**src/rtl/uart_pkg.sv**
```systemverilog
// -----------------------------------------------------------------------------
// uart_pkg
// Shared definitions for the UART APB control block: register word offsets,
// STATUS/CTRL bit positions, divisor defaults and the APB sequencing states.
// -----------------------------------------------------------------------------
package uart_pkg;

   // Divisor defaults: 650 gives 9600 baud from 100 MHz with 16x oversampling.
   localparam int unsigned DIVSR_W_DEF     = 11;
   localparam int unsigned DIVSR_RESET_DEF = 650;

   // Register byte offsets.
   localparam logic [3:0] ADDR_DATA   = 4'h0;
   localparam logic [3:0] ADDR_STATUS = 4'h4;
   localparam logic [3:0] ADDR_CTRL   = 4'h8;
   localparam logic [3:0] ADDR_DIVSR  = 4'hC;

   // Register select taken from paddr[3:2].
   typedef enum logic [1:0] {
      REG_DATA   = 2'd0,
      REG_STATUS = 2'd1,
      REG_CTRL   = 2'd2,
      REG_DIVSR  = 2'd3
   } reg_sel_e;

   // STATUS bit positions.
   localparam int unsigned STAT_RX_EMPTY = 0;
   localparam int unsigned STAT_RX_FULL  = 1;
   localparam int unsigned STAT_TX_FULL  = 2;
   localparam int unsigned STAT_OVERRUN  = 3;

   // CTRL bit positions.
   localparam int unsigned CTRL_RX_IE  = 0;
   localparam int unsigned CTRL_OVR_IE = 1;

   // APB sequencing states.
   typedef enum logic [1:0] {
      ST_IDLE    = 2'd0,
      ST_RD_WAIT = 2'd1,
      ST_RESP    = 2'd2
   } state_e;

endpackage

```
**src/rtl/uart_apb_ctrl.sv**
```systemverilog
// -----------------------------------------------------------------------------
// uart_apb_ctrl
// APB slave that owns the baud divisor, pushes TX bytes, pops RX bytes
// (two wait states), tracks sticky RX overrun and drives a registered irq.
//
// Ports:
//   clk, rst_n                     clock, asynchronous active-low reset
//   psel, penable, pwrite, paddr,
//   pwdata                         APB request
//   prdata, pready, pslverr        APB response
//   divsr                          divisor to baud_gen
//   tx_wr_en, tx_data, tx_full     TX FIFO push side
//   rx_rd_en, rx_data, rx_empty,
//   rx_full, rx_done_tick          RX FIFO pop side and receiver strobe
//   irq                            registered level interrupt
//
// Build option: define UART_APB_CTRL_IRQ_EN to enable the CTRL register and
// the irq output; otherwise CTRL reads 0, writes are ignored and irq is 0.
// -----------------------------------------------------------------------------
module uart_apb_ctrl
   import uart_pkg::*;
#(
   parameter int unsigned DIVSR_W     = DIVSR_W_DEF,
   parameter int unsigned DIVSR_RESET = DIVSR_RESET_DEF
) (
   input  logic               clk,
   input  logic               rst_n,
   input  logic               psel,
   input  logic               penable,
   input  logic               pwrite,
   input  logic [3:0]         paddr,
   input  logic [31:0]        pwdata,
   output logic [31:0]        prdata,
   output logic               pready,
   output logic               pslverr,
   output logic [DIVSR_W-1:0] divsr,
   output logic               tx_wr_en,
   output logic [7:0]         tx_data,
   input  logic               tx_full,
   output logic               rx_rd_en,
   input  logic [7:0]         rx_data,
   input  logic               rx_empty,
   input  logic               rx_full,
   input  logic               rx_done_tick,
   output logic               irq
);

   state_e               state_q, state_d;
   logic [DIVSR_W-1:0]   divsr_q;
   logic                 overrun_q;
   logic [7:0]           rx_byte_q;
   logic                 irq_q, irq_d;
   logic                 divsr_we, ovr_clr, ovr_set;
   logic                 access, aligned;
   reg_sel_e             reg_sel;
   logic                 unused_bits;

   // Gating with rst_n keeps every combinational output at its reset value
   // while reset is held, even if the bus is mid-access.
   assign access      = psel & penable & rst_n;
   assign aligned     = (paddr[1:0] == 2'b00);
   assign reg_sel     = reg_sel_e'(paddr[3:2]);
   assign unused_bits = ^pwdata[31:DIVSR_W];

`ifdef UART_APB_CTRL_IRQ_EN
   logic [1:0] ctrl_q;
   logic       ctrl_we;
`endif

   // NOTE: every signal driven here gets a default first so no path infers a latch.
   always_comb begin
      state_d  = state_q;
      pready   = 1'b0;
      pslverr  = 1'b0;
      prdata   = '0;
      tx_wr_en = 1'b0;
      tx_data  = '0;
      rx_rd_en = 1'b0;
      divsr_we = 1'b0;
      ovr_clr  = 1'b0;
`ifdef UART_APB_CTRL_IRQ_EN
      ctrl_we  = 1'b0;
`endif
      unique case (state_q)
         ST_IDLE: begin
            if (access) begin
               pready = 1'b1;
               if (!aligned) begin
                  pslverr = 1'b1;
               end else begin
                  unique case (reg_sel)
                     REG_DATA: begin
                        if (pwrite) begin
                           if (tx_full) begin
                              pslverr = 1'b1;
                           end else begin
                              tx_wr_en = 1'b1;
                              tx_data  = pwdata[7:0];
                           end
                        end else if (rx_empty) begin
                           pslverr = 1'b1;
                        end else begin
                           // Pop now; head byte is valid next cycle.
                           rx_rd_en = 1'b1;
                           pready   = 1'b0;
                           state_d  = ST_RD_WAIT;
                        end
                     end
                     REG_STATUS: begin
                        if (pwrite) begin
                           ovr_clr = pwdata[STAT_OVERRUN];
                        end else begin
                           prdata[STAT_RX_EMPTY] = rx_empty;
                           prdata[STAT_RX_FULL]  = rx_full;
                           prdata[STAT_TX_FULL]  = tx_full;
                           prdata[STAT_OVERRUN]  = overrun_q;
                        end
                     end
                     REG_CTRL: begin
`ifdef UART_APB_CTRL_IRQ_EN
                        if (pwrite) ctrl_we = 1'b1;
                        else        prdata[1:0] = ctrl_q;
`endif
                     end
                     REG_DIVSR: begin
                        if (pwrite) begin
                           // Zero would stall baud_gen: reject and keep the old value.
                           if (pwdata[DIVSR_W-1:0] == '0) pslverr  = 1'b1;
                           else                           divsr_we = 1'b1;
                        end else begin
                           prdata[DIVSR_W-1:0] = divsr_q;
                        end
                     end
                     default: ;
                  endcase
               end
            end
         end
         ST_RD_WAIT: state_d = ST_RESP;
         ST_RESP: begin
            // Completes to IDLE even if the master dropped psel mid-transfer.
            state_d     = ST_IDLE;
            pready      = access;
            prdata[7:0] = rx_byte_q;
         end
         default: state_d = ST_IDLE;
      endcase
   end

   // A byte arriving into a full FIFO is lost unless a pop frees space this cycle.
   assign ovr_set = rx_done_tick & rx_full & ~rx_rd_en;

`ifdef UART_APB_CTRL_IRQ_EN
   assign irq_d = (ctrl_q[CTRL_RX_IE] & ~rx_empty) | (ctrl_q[CTRL_OVR_IE] & overrun_q);

   always_ff @(posedge clk or negedge rst_n) begin
      if (!rst_n)       ctrl_q <= '0;
      else if (ctrl_we) ctrl_q <= pwdata[1:0];
   end
`else
   assign irq_d = 1'b0;
`endif

   // NOTE: state registers use non-blocking assignments so all flops update together.
   always_ff @(posedge clk or negedge rst_n) begin
      if (!rst_n) begin
         state_q   <= ST_IDLE;
         divsr_q   <= DIVSR_W'(DIVSR_RESET);
         overrun_q <= 1'b0;
         rx_byte_q <= '0;
         irq_q     <= 1'b0;
      end else begin
         state_q <= state_d;
         irq_q   <= irq_d;
         if (divsr_we)               divsr_q   <= pwdata[DIVSR_W-1:0];
         if (state_q == ST_RD_WAIT)  rx_byte_q <= rx_data;
         // Set wins over a coincident write-1-to-clear.
         if (ovr_set)                overrun_q <= 1'b1;
         else if (ovr_clr)           overrun_q <= 1'b0;
      end
   end

   assign divsr = divsr_q;
   assign irq   = irq_q;

endmodule

```
**config.mk**
```make
export PLATFORM = sky130hd
export DESIGN_NAME = uart_apb_ctrl
export DESIGN_NICKNAME = d
export VERILOG_FILES = /design/src/rtl/uart_pkg.sv /design/src/rtl/uart_apb_ctrl.sv
export SDC_FILE = /design/constraint.sdc
export NUM_CORES = 1
export LEC_CHECK = 0
export BUFFER_PORTS_ARGS = -buffer_cell sky130_fd_sc_hd__buf_2
export CAP_MARGIN = 20
export CELL_PAD_IN_SITES_DETAIL_PLACEMENT = 1
export CELL_PAD_IN_SITES_GLOBAL_PLACEMENT = 1
export CORE_MARGIN = 2
export CORE_UTILIZATION = 29
export DETAILED_ROUTE_END_ITERATION = 7
export PLACE_DENSITY_LB_ADDON = 0.05
export SLEW_MARGIN = 30
export SYNTH_ARGS = -nofsm -noshare
export SYNTH_HDL_FRONTEND = slang
export SYNTH_SLANG_ARGS = --single-unit
```
**constraint.sdc**
```tcl
create_clock -name clk -period 3.8 [get_ports clk]
set_input_delay 0.19 -clock clk [delete_from_list [all_inputs] [get_ports clk]]
set_output_delay 0.19 -clock clk [all_outputs]
set_load 0.1 [all_outputs]
```
# == Word level (Yosys, flattened, before mapping) ==
# Cells that the tools add are included.
# op_classes
n_bitwise,5
n_reduce_logical,6
n_mux,59
n_eq_ne,9
# ops
op,count
2-to-1 mux 8 bit,6
2-to-1 mux 1 bit,37
2-to-1 mux 11 bit,3
case mux 8 bit (2 select lines),1
logical NOT 11 bit,1
2-to-1 mux 2 bit,5
"!= test 2 bit, second input constant",4
case mux 4 bit (2 select lines),1
2-to-1 mux 7 bit,1
logical NOT 2 bit,3
AND reduction 5 bit,1
AND 1 bit,4
"equality test 2 x 1 -> 1 bit, second input constant",2
"equality test 2 bit, second input constant",2
2-to-1 mux 4 bit,1
case mux 1 bit (2 select lines),2
case mux 2 bit (2 select lines),1
2-to-1 mux 3 bit,1
"!= test 2 x 1 -> 1 bit, second input constant",1
nonzero test 2 bit,1
NOT 1 bit,1
# totals
reg_bits,22
word_cells,83
output_inout_bits,56

# == Longest topological paths before layout ==
# Gate-level depths: netlist of the first run.
# depth
depth_word,9
ltp_mapped,5
depth_no_buf,5

# == Worst setup path before layout of the first run ==
# No wires, ideal clock.
# synth_timing
path_kind,reg-to-output
startpoint,register state_q[0]
endpoint,output port tx_data[0]
n_path_buf,0
path_slack_ps,239
arrival_time_ps,3371
stages_incl_launch_ff,5
cell_sequence,dfrtp_1 > nand4b_4 > or4b_4 > nor3b_2 > and2_1
# synth_via
elab_chain_cells,2
# synth_rtl
item,line_no,text
from (decl),uart_apb_ctrl.sv:48,"state_e state_q, state_d;"
from (signal assigned),uart_apb_ctrl.sv:173,state_q <= state_d;
logical NOT 2 bit,uart_apb_ctrl.sv:84,unique case (state_q)
2-to-1 mux 8 bit,uart_apb_ctrl.sv:84,
to (decl),uart_apb_ctrl.sv:38,"output logic [7:0] tx_data,"
# Every way passes these cells.

# == Final worst setup path of the first run ==
# layout_timing
startpoint,input port rst_n
endpoint,output port tx_data[4]
# layout_via
elab_chain_cells,3
# layout_rtl
item,line_no,text
from (decl),uart_apb_ctrl.sv:27,"input logic rst_n,"
AND 1 bit,uart_apb_ctrl.sv:60,assign access = psel & penable & rst_n;
2-to-1 mux 8 bit,uart_apb_ctrl.sv:86,if (access) begin
2-to-1 mux 8 bit,uart_apb_ctrl.sv:84,
# Every way passes these cells.

==> impl_metrics.env, run 1 <==
export IMPL_outcome="completed"
export IMPL_grt_antenna_before_repair=0
export IMPL_period_share_pct=75.2
export IMPL_synth_edf_count=0
export IMPL_detailed_place_hpwl_um=2960
export IMPL_final_layout_size_suffix_gt1_share_pct=45.2
export IMPL_grt_start_max_net_pins=23
export IMPL_fmax_mhz=350
export IMPL_detailedRoute_firstIterationViolations=19
export IMPL_grt_ovfl_total=0
export IMPL_timing_worst_setup_path_type="in2out"
export IMPL_synth_seq_cells=22
export IMPL_timing_max_cap_violations=0
export IMPL_placement_io_buffers=65
export IMPL_cts_resized_gates=0
export IMPL_total_cts_buffers=3
export IMPL_antenna_left=0
export IMPL_drv_slew=0
export IMPL_io_pin_count=109
export IMPL_fin_worst_hold_slack_ps=155
export IMPL_timing_final_hold_violations=0
export IMPL_ys_flop_type="sky130_fd_sc_hd__dfrtp_1"
export IMPL_cp_cell_sequence="dlygate4sd3_1 -> buf_2 -> nand4b_4 -> or4b_4 -> nor3b_2 -> and2_1 -> buf_2"
export IMPL_grt_util_all_layers_pct=14.4
export IMPL_worst_r2r_setup_slack_ps=1560
export IMPL_viasPerCell=4.62
export IMPL_post_synth_top_area_cell="sky130_fd_sc_hd__dfrtp_1"
export IMPL_routed_wire_length_per_instance_um=14.6
export IMPL_yosys_cell_count_top_type="sky130_fd_sc_hd__buf_4"
export IMPL_finalCriticalPeriod_ps=2860
export IMPL_cts_setup_buffers=0
export IMPL_syn_area_per_cell_um2=10.6
export IMPL_worst_r2r_path_depth=5
export IMPL_setup_tns_ps=0
export IMPL_min_path_type="in2reg"
export IMPL_diodes_inserted=0
export IMPL_finalWeightedCongestion=0.725
export IMPL_top_post_synthesis_cells_by_area="sky130_fd_sc_hd__dfrtp_1, sky130_fd_sc_hd__buf_4, sky130_fd_sc_hd__mux2_1"
export IMPL_async_set_or_reset_register_ratio_after_synthesis_pct=100
export IMPL_cellLeakagePower_nw=0.988
export IMPL_synthDominantCellAreaShare_pct=32.8
export IMPL_mapped_cells=130
export IMPL_finalInstanceArea_um2=1760
export IMPL_areaGrowthSynthToFinish_pct=28.0
export IMPL_die_height_um=72.8
export IMPL_synth_common_cells="sky130_fd_sc_hd__buf_4, sky130_fd_sc_hd__dfrtp_1, sky130_fd_sc_hd__and2_1"
export IMPL_grt_pass1_wl_um=5860
export IMPL_synth_cell_types=26
export IMPL_utilization_pct=38.0
export IMPL_cts_htree_levels=1
export IMPL_cp_slowest_stage_delay_ps=540
export IMPL_placed_cells_incl_taps=246
export IMPL_routed_wirelength_um=3660
export IMPL_clock_tree_buffer_depth=2
export IMPL_die_w_um=72.8
export IMPL_setup_repair_after_global_routing_missed_its_margin="no"
export IMPL_setup_viol=0
export IMPL_fp_row_count=25
export IMPL_worstSetupEndpointType="output port"
export IMPL_cpLargestDelayFamily="simple AND/OR/NAND/NOR gates"
export IMPL_worstSkewPairLatency_ps=260
export IMPL_clk_transition_reported_paths_ps=80
export IMPL_fp_dieArea_um2=5300
export IMPL_rr_startpoint="state_q[0]"
export IMPL_powerDensity_nw_per_um2=408
export IMPL_worst_ir_drop_vdd_uv=162
export IMPL_worst_reg2reg_endpoint="divsr[8]"
export IMPL_post_layout_total_power_mw=0.718
export IMPL_setup_worst_path_start_class="input port"
export IMPL_worst_path_stages=7
export IMPL_arrival_ps=2670
export IMPL_routed_via_count=1159
export IMPL_fin_nets=254
export IMPL_drt_first_pass_iters=4
export IMPL_stdcell_count=251
export IMPL_cts_tree="built"
export IMPL_initial_utilization_pct=29.7
export IMPL_setup_worst_path_end="tx_data[4]"
export IMPL_critPathLaunch="rst_n"
export IMPL_first_global_vias=1175
export IMPL_seq_area_frac_synth_pct=40.4
export IMPL_synth_warning_count=0
export IMPL_slew_headroom_pct=50.6
export IMPL_cp_buffers_inverters=3
export IMPL_fin_ws_ps=942
export IMPL_cell_area_after_synthesis_um2=1370
export IMPL_dp_slack_ps=1340
export IMPL_finClkSkew_ps=2.09
export IMPL_slowest_stage="sky130_fd_sc_hd__or4b_4"
export IMPL_cp_data_required_time_ps=3610
export IMPL_dpl_instance_area_um2=1680
export IMPL_worst_slew_pin_slew_ps=740
export IMPL_crit_fanout=9
export IMPL_clockRootBuffer="sky130_fd_sc_hd__clkbuf_8"
export IMPL_core_area_um2=4630
export IMPL_critical_path_most_common_cell="sky130_fd_sc_hd__buf_2"
export IMPL_tritoncts_num_sinks=22
export IMPL_drcViolationCount=0
## repair_timing
action	4_1_cts	5_1_grt
setup endpoints to repair	0	0
hold endpoints to repair	18	0
hold buffers	1	0
## placed cells by master (no fill, tap or decap)
master,netlist,final
sky130_fd_sc_hd__a211o_1,1,1
sky130_fd_sc_hd__a21oi_1,2,2
sky130_fd_sc_hd__a22o_1,4,4
sky130_fd_sc_hd__a22oi_1,4,4
sky130_fd_sc_hd__and2_1,11,11
sky130_fd_sc_hd__and3_1,2,2
sky130_fd_sc_hd__buf_2,0,65
sky130_fd_sc_hd__buf_4,23,2
sky130_fd_sc_hd__bufinv_16,0,1
sky130_fd_sc_hd__clkbuf_8,0,3
sky130_fd_sc_hd__conb_1,1,22
sky130_fd_sc_hd__dfrtp_1,18,18
sky130_fd_sc_hd__dfstp_2,4,4
sky130_fd_sc_hd__dlygate4sd3_1,0,1
sky130_fd_sc_hd__ha_1,3,3
sky130_fd_sc_hd__inv_1,2,2
sky130_fd_sc_hd__mux2_1,10,10
sky130_fd_sc_hd__mux2_2,10,10
sky130_fd_sc_hd__nand2_1,7,7
sky130_fd_sc_hd__nand3_1,2,2
sky130_fd_sc_hd__nand4b_4,1,1
sky130_fd_sc_hd__nor2_1,4,4
sky130_fd_sc_hd__nor2b_1,2,2
sky130_fd_sc_hd__nor3_1,4,4
sky130_fd_sc_hd__nor3b_2,2,2
sky130_fd_sc_hd__nor4_1,2,2
sky130_fd_sc_hd__o21ai_0,6,6
sky130_fd_sc_hd__or2_1,1,1
sky130_fd_sc_hd__or4b_4,1,1
## worst reg2reg max path, delay by kind of cell, from the launching register on
kind,cells,cell delay (ps)
buf+inv,1,250
simple gates,3,1150
flops,1,390
mux,1,330
## cell families (layout without fill, tap and decap cells)
kind of cell | after synthesis | in the layout | share of synthesized area, %
AO/OA/AOI/OAI | 17 | 17 | 8.29
adder cells (fa/ha/maj) | 3 | 3 | 2.73
buffers and inverters | 28 | 74 | 13.9
flip-flops | 22 | 22 | 40.4
multiplexers | 20 | 20 | 16.4
other | 1 | 22 | 0.273
AND/OR/NAND/NOR | 39 | 39 | 17.9
## how the worst min path moves through the flow
stage / end / depth (start not counted) / startpoint / slack, ps
floorplan: divsr[0] / 0 / rst_n / -110
global placement: rx_byte_q[3] / 2 / rst_n / 280
detailed placement: rx_byte_q[0] / 2 / rst_n / 270
CTS: rx_byte_q[5] / 2 / rx_data[5] / 150
global route: rx_byte_q[7] / 2 / rx_data[7] / 150
finish: rx_byte_q[5] / 2 / rx_data[5] / 160
## layer usage
metal,track usage [%],part of all wire (%)
met5,0,0
met4,3.70,0.52
met3,2.21,6.3
met2,24.8,50
met1,18.8,43
## sequential cells by signal (all words and copies together) (netlist names)
| register | flops |
|---|---|
| divsr | 11 |
| rx_byte_q | 8 |
| overrun_q | 1 |
| state_q | 2 |
## area by class of cell
| cell class | instances | area [um^2] |
|---|---|---|
| Timing Repair Buffer | 68 | 350 |
| Fill cell | 571 | 2870 |
| Multi-Input combinational cell | 101 | 706 |
| Sequential cell | 22 | 556 |
| Inverter | 2 | 7.51 |
| Tap cell | 54 | 67.6 |
| Clock inverter | 1 | 30.0 |
| Clock buffer | 3 | 41.3 |
## power by group
| group | internal, mW | switching (mW) | total [mW] |
|---|---|---|---|
| combinational | 0.0350 | 0.206 | 0.241 |
| clock | 0.141 | 0.0765 | 0.217 |
| sequential | 0.250 | 0.00963 | 0.260 |
| total | 0.426 | 0.292 | 0.718 |
No activity file was read; power rests on OpenSTA's default activity.
==> run 2: changes to the inputs <==
- CORE_UTILIZATION: 29 -> 24
- clock period: 3.8 -> 2.5 ns (I/O delays scaled with it)
==> run 2 against run 1 <==
  * Clock power up 21%
  * Clock skew increased by 3.1 ps
  * First-iteration DRC count increased by 120%
  * Via count up 1.1%
  * Setup slack worse by 780 ps
  * Register-to-register slack worse by 1100 ps
  * Power is 43% higher
  * Hold slack worse by 64 ps
  * Flip-flop and latch count stayed put
  * Sequential power rose by 52%
  * Critical path type unchanged
  * Critical endpoint is now tx_data[0]
==> impl_metrics.env, run 2 (synthesis results as in run 1) <==
export IMPL_slew_headroom_pct=42.4
export IMPL_worstSetupEndpointType="output port"
export IMPL_routed_wirelength_um=4010
export IMPL_die_w_um=79.7
export IMPL_clock_tree_buffer_depth=2
export IMPL_finClkSkew_ps=5.23
export IMPL_grt_antenna_before_repair=0
export IMPL_total_cts_buffers=3
export IMPL_layout_cells_most_common_list="sky130_fd_sc_hd__buf_2, sky130_fd_sc_hd__conb_1, sky130_fd_sc_hd__dfrtp_1"
export IMPL_crit_fanout=9
export IMPL_fin_nets=257
export IMPL_fp_row_count=27
export IMPL_cts_htree_levels=1
export IMPL_setup_tns_ps=0
export IMPL_min_path_type="in2reg"
export IMPL_final_layout_size_suffix_gt1_share_pct=52.0
export IMPL_drcViolationCount=0
export IMPL_placement_io_buffers=65
export IMPL_worst_slew_pin_slew_ps=863
export IMPL_clockRootBuffer="sky130_fd_sc_hd__clkbuf_8"
export IMPL_cts_tree="built"
export IMPL_p_int_mw=0.575
export IMPL_detailed_place_hpwl_um=3190
export IMPL_detailedRoute_firstIterationViolations=41
export IMPL_setup_repair_after_global_routing_missed_its_margin="no"
export IMPL_timing_final_hold_violations=0
export IMPL_largest_register_ff_count=11
export IMPL_setup_worst_path_start_class="input port"
export IMPL_clockPowerShare_pct=25.6
export IMPL_cts_resized_gates=0
export IMPL_tritoncts_num_sinks=22
export IMPL_share_comb_of_total_power_pct=35.9
export IMPL_clk_transition_reported_paths_ps=80
export IMPL_finalCriticalPeriod_ps=2340
export IMPL_drt_first_pass_iters=4
export IMPL_period_share_pct=93.5
export IMPL_outcome="completed"
export IMPL_fmax_mhz=428
export IMPL_antenna_left=0
export IMPL_p_sw_share_pct=44.0
export IMPL_finalWeightedCongestion=0.797
export IMPL_setup_viol=0
export IMPL_arrival_ps=2210
export IMPL_grt_ovfl_total=0
export IMPL_io_pin_count=109
export IMPL_routed_via_count=1172
export IMPL_cp_data_required_time_ps=2380
export IMPL_worstSkewPairLatency_ps=260
export IMPL_drv_slew=0
export IMPL_cellLeakagePower_nw=1.04
export IMPL_diodes_inserted=0
export IMPL_areaGrowthSynthToFinish_pct=43.4
export IMPL_netSwitchingPower_mw=0.452
export IMPL_grt_pass1_wl_um=6420
export IMPL_timing_worst_setup_path_type="in2out"
export IMPL_grt_start_max_net_pins=23
export IMPL_first_global_vias=1250
export IMPL_initial_utilization_pct=24.9
export IMPL_grt_util_all_layers_pct=13.0
export IMPL_powerDensity_nw_per_um2=522
export IMPL_core_area_um2=5510
export IMPL_timing_max_cap_violations=0
export IMPL_routed_wire_length_per_instance_um=14.7
export IMPL_die_height_um=79.7
export IMPL_most_common_library_cell_in_the_layout_ignoring_fill_and_taps="sky130_fd_sc_hd__buf_2"
export IMPL_viasPerCell=4.31
export IMPL_worst_ir_drop_vdd_uv=219
export IMPL_utilization_pct=35.8
export IMPL_fp_dieArea_um2=6350
export IMPL_seq_power_share_pct=38.5
[run 2: cell types whose count changed in the layout (fill, tap and decap cells not counted), sizes merged]
| cell | change |
|---|---|
| clkbuf | +1 |
| buf | +3 |
| bufinv | -1 |
[run 2: final timing paths]
check                      startpoint           end  slack [ps]  depth (start not counted)
max in group asynchronous       rst_n      divsr[3]        1800                          3
max reg2reg                state_q[0]      divsr[6]         470                          5
min                        rx_data[6]  rx_byte_q[6]          90                          2
min reg2reg                 divsr[10]     divsr[10]         510                          1
max                             rst_n    tx_data[0]         160                          8
min in group asynchronous       rst_n  rx_byte_q[3]         420                          3
[run 2: power groups by stage]
stage	logic, mW	clock network (mW)	registers, mW
final	0.369	0.263	0.396
after global routing	0.383	0.288	0.401
after CTS	0.370	0.275	0.396
after detailed placement	0.369	0	0.403
after global placement	0.366	0	0.402
after floorplan	0.218	0	0.508
[run 2: critical path, stage by stage]
cell,delay (ps)
sky130_fd_sc_hd__dlygate4sd3_1,520
sky130_fd_sc_hd__buf_2,130
sky130_fd_sc_hd__nand4b_4,140
sky130_fd_sc_hd__or4b_4,550
sky130_fd_sc_hd__nor3b_4,250
sky130_fd_sc_hd__buf_12,150
sky130_fd_sc_hd__and2_1,170
sky130_fd_sc_hd__buf_12,180
[run 2: area by class of cell]
| type | count | area [um^2] |
|---|---|---|
| clock buffer | 4 | 55.1 |
| fill | 644 | 3540 |
| inverter | 2 | 7.51 |
| multi-input combinational | 101 | 741 |
| sequential | 22 | 556 |
| tap | 72 | 90.1 |
| timing repair buffer | 71 | 520 |
[run 2: metrics by stage]
stage | setup WS (ps) | total power, mW | hold WS [ps] | area (um^2) | std cells
after floorplan | -535 | 0.726 | -171 | 1490 | 151
after global placement | 356 | 0.768 | 175 | 1880 | 265
after detailed placement | 311 | 0.771 | 180 | 1880 | 265
after CTS | 144 | 1.04 | 87.6 | 1970 | 272
after global routing | 53.2 | 1.07 | 83.0 | 1970 | 272
final | 163 | 1.03 | 90.9 | 1970 | 272
[run 2: layer usage]
metal | share of wire (%) | GRT usage [%]
met1 | 44 | 17.2
met2 | 48 | 21.0
met3 | 7.2 | 3.05
met4 | 0.72 | 3.62
met5 | 0 | 0
[run 2: what timing repair did]
action	in CTS	in global routing
endpoints found under the setup margin	6	0
setup buffers	2	0
hold buffers	1	0
endpoints found under the hold margin	18	0
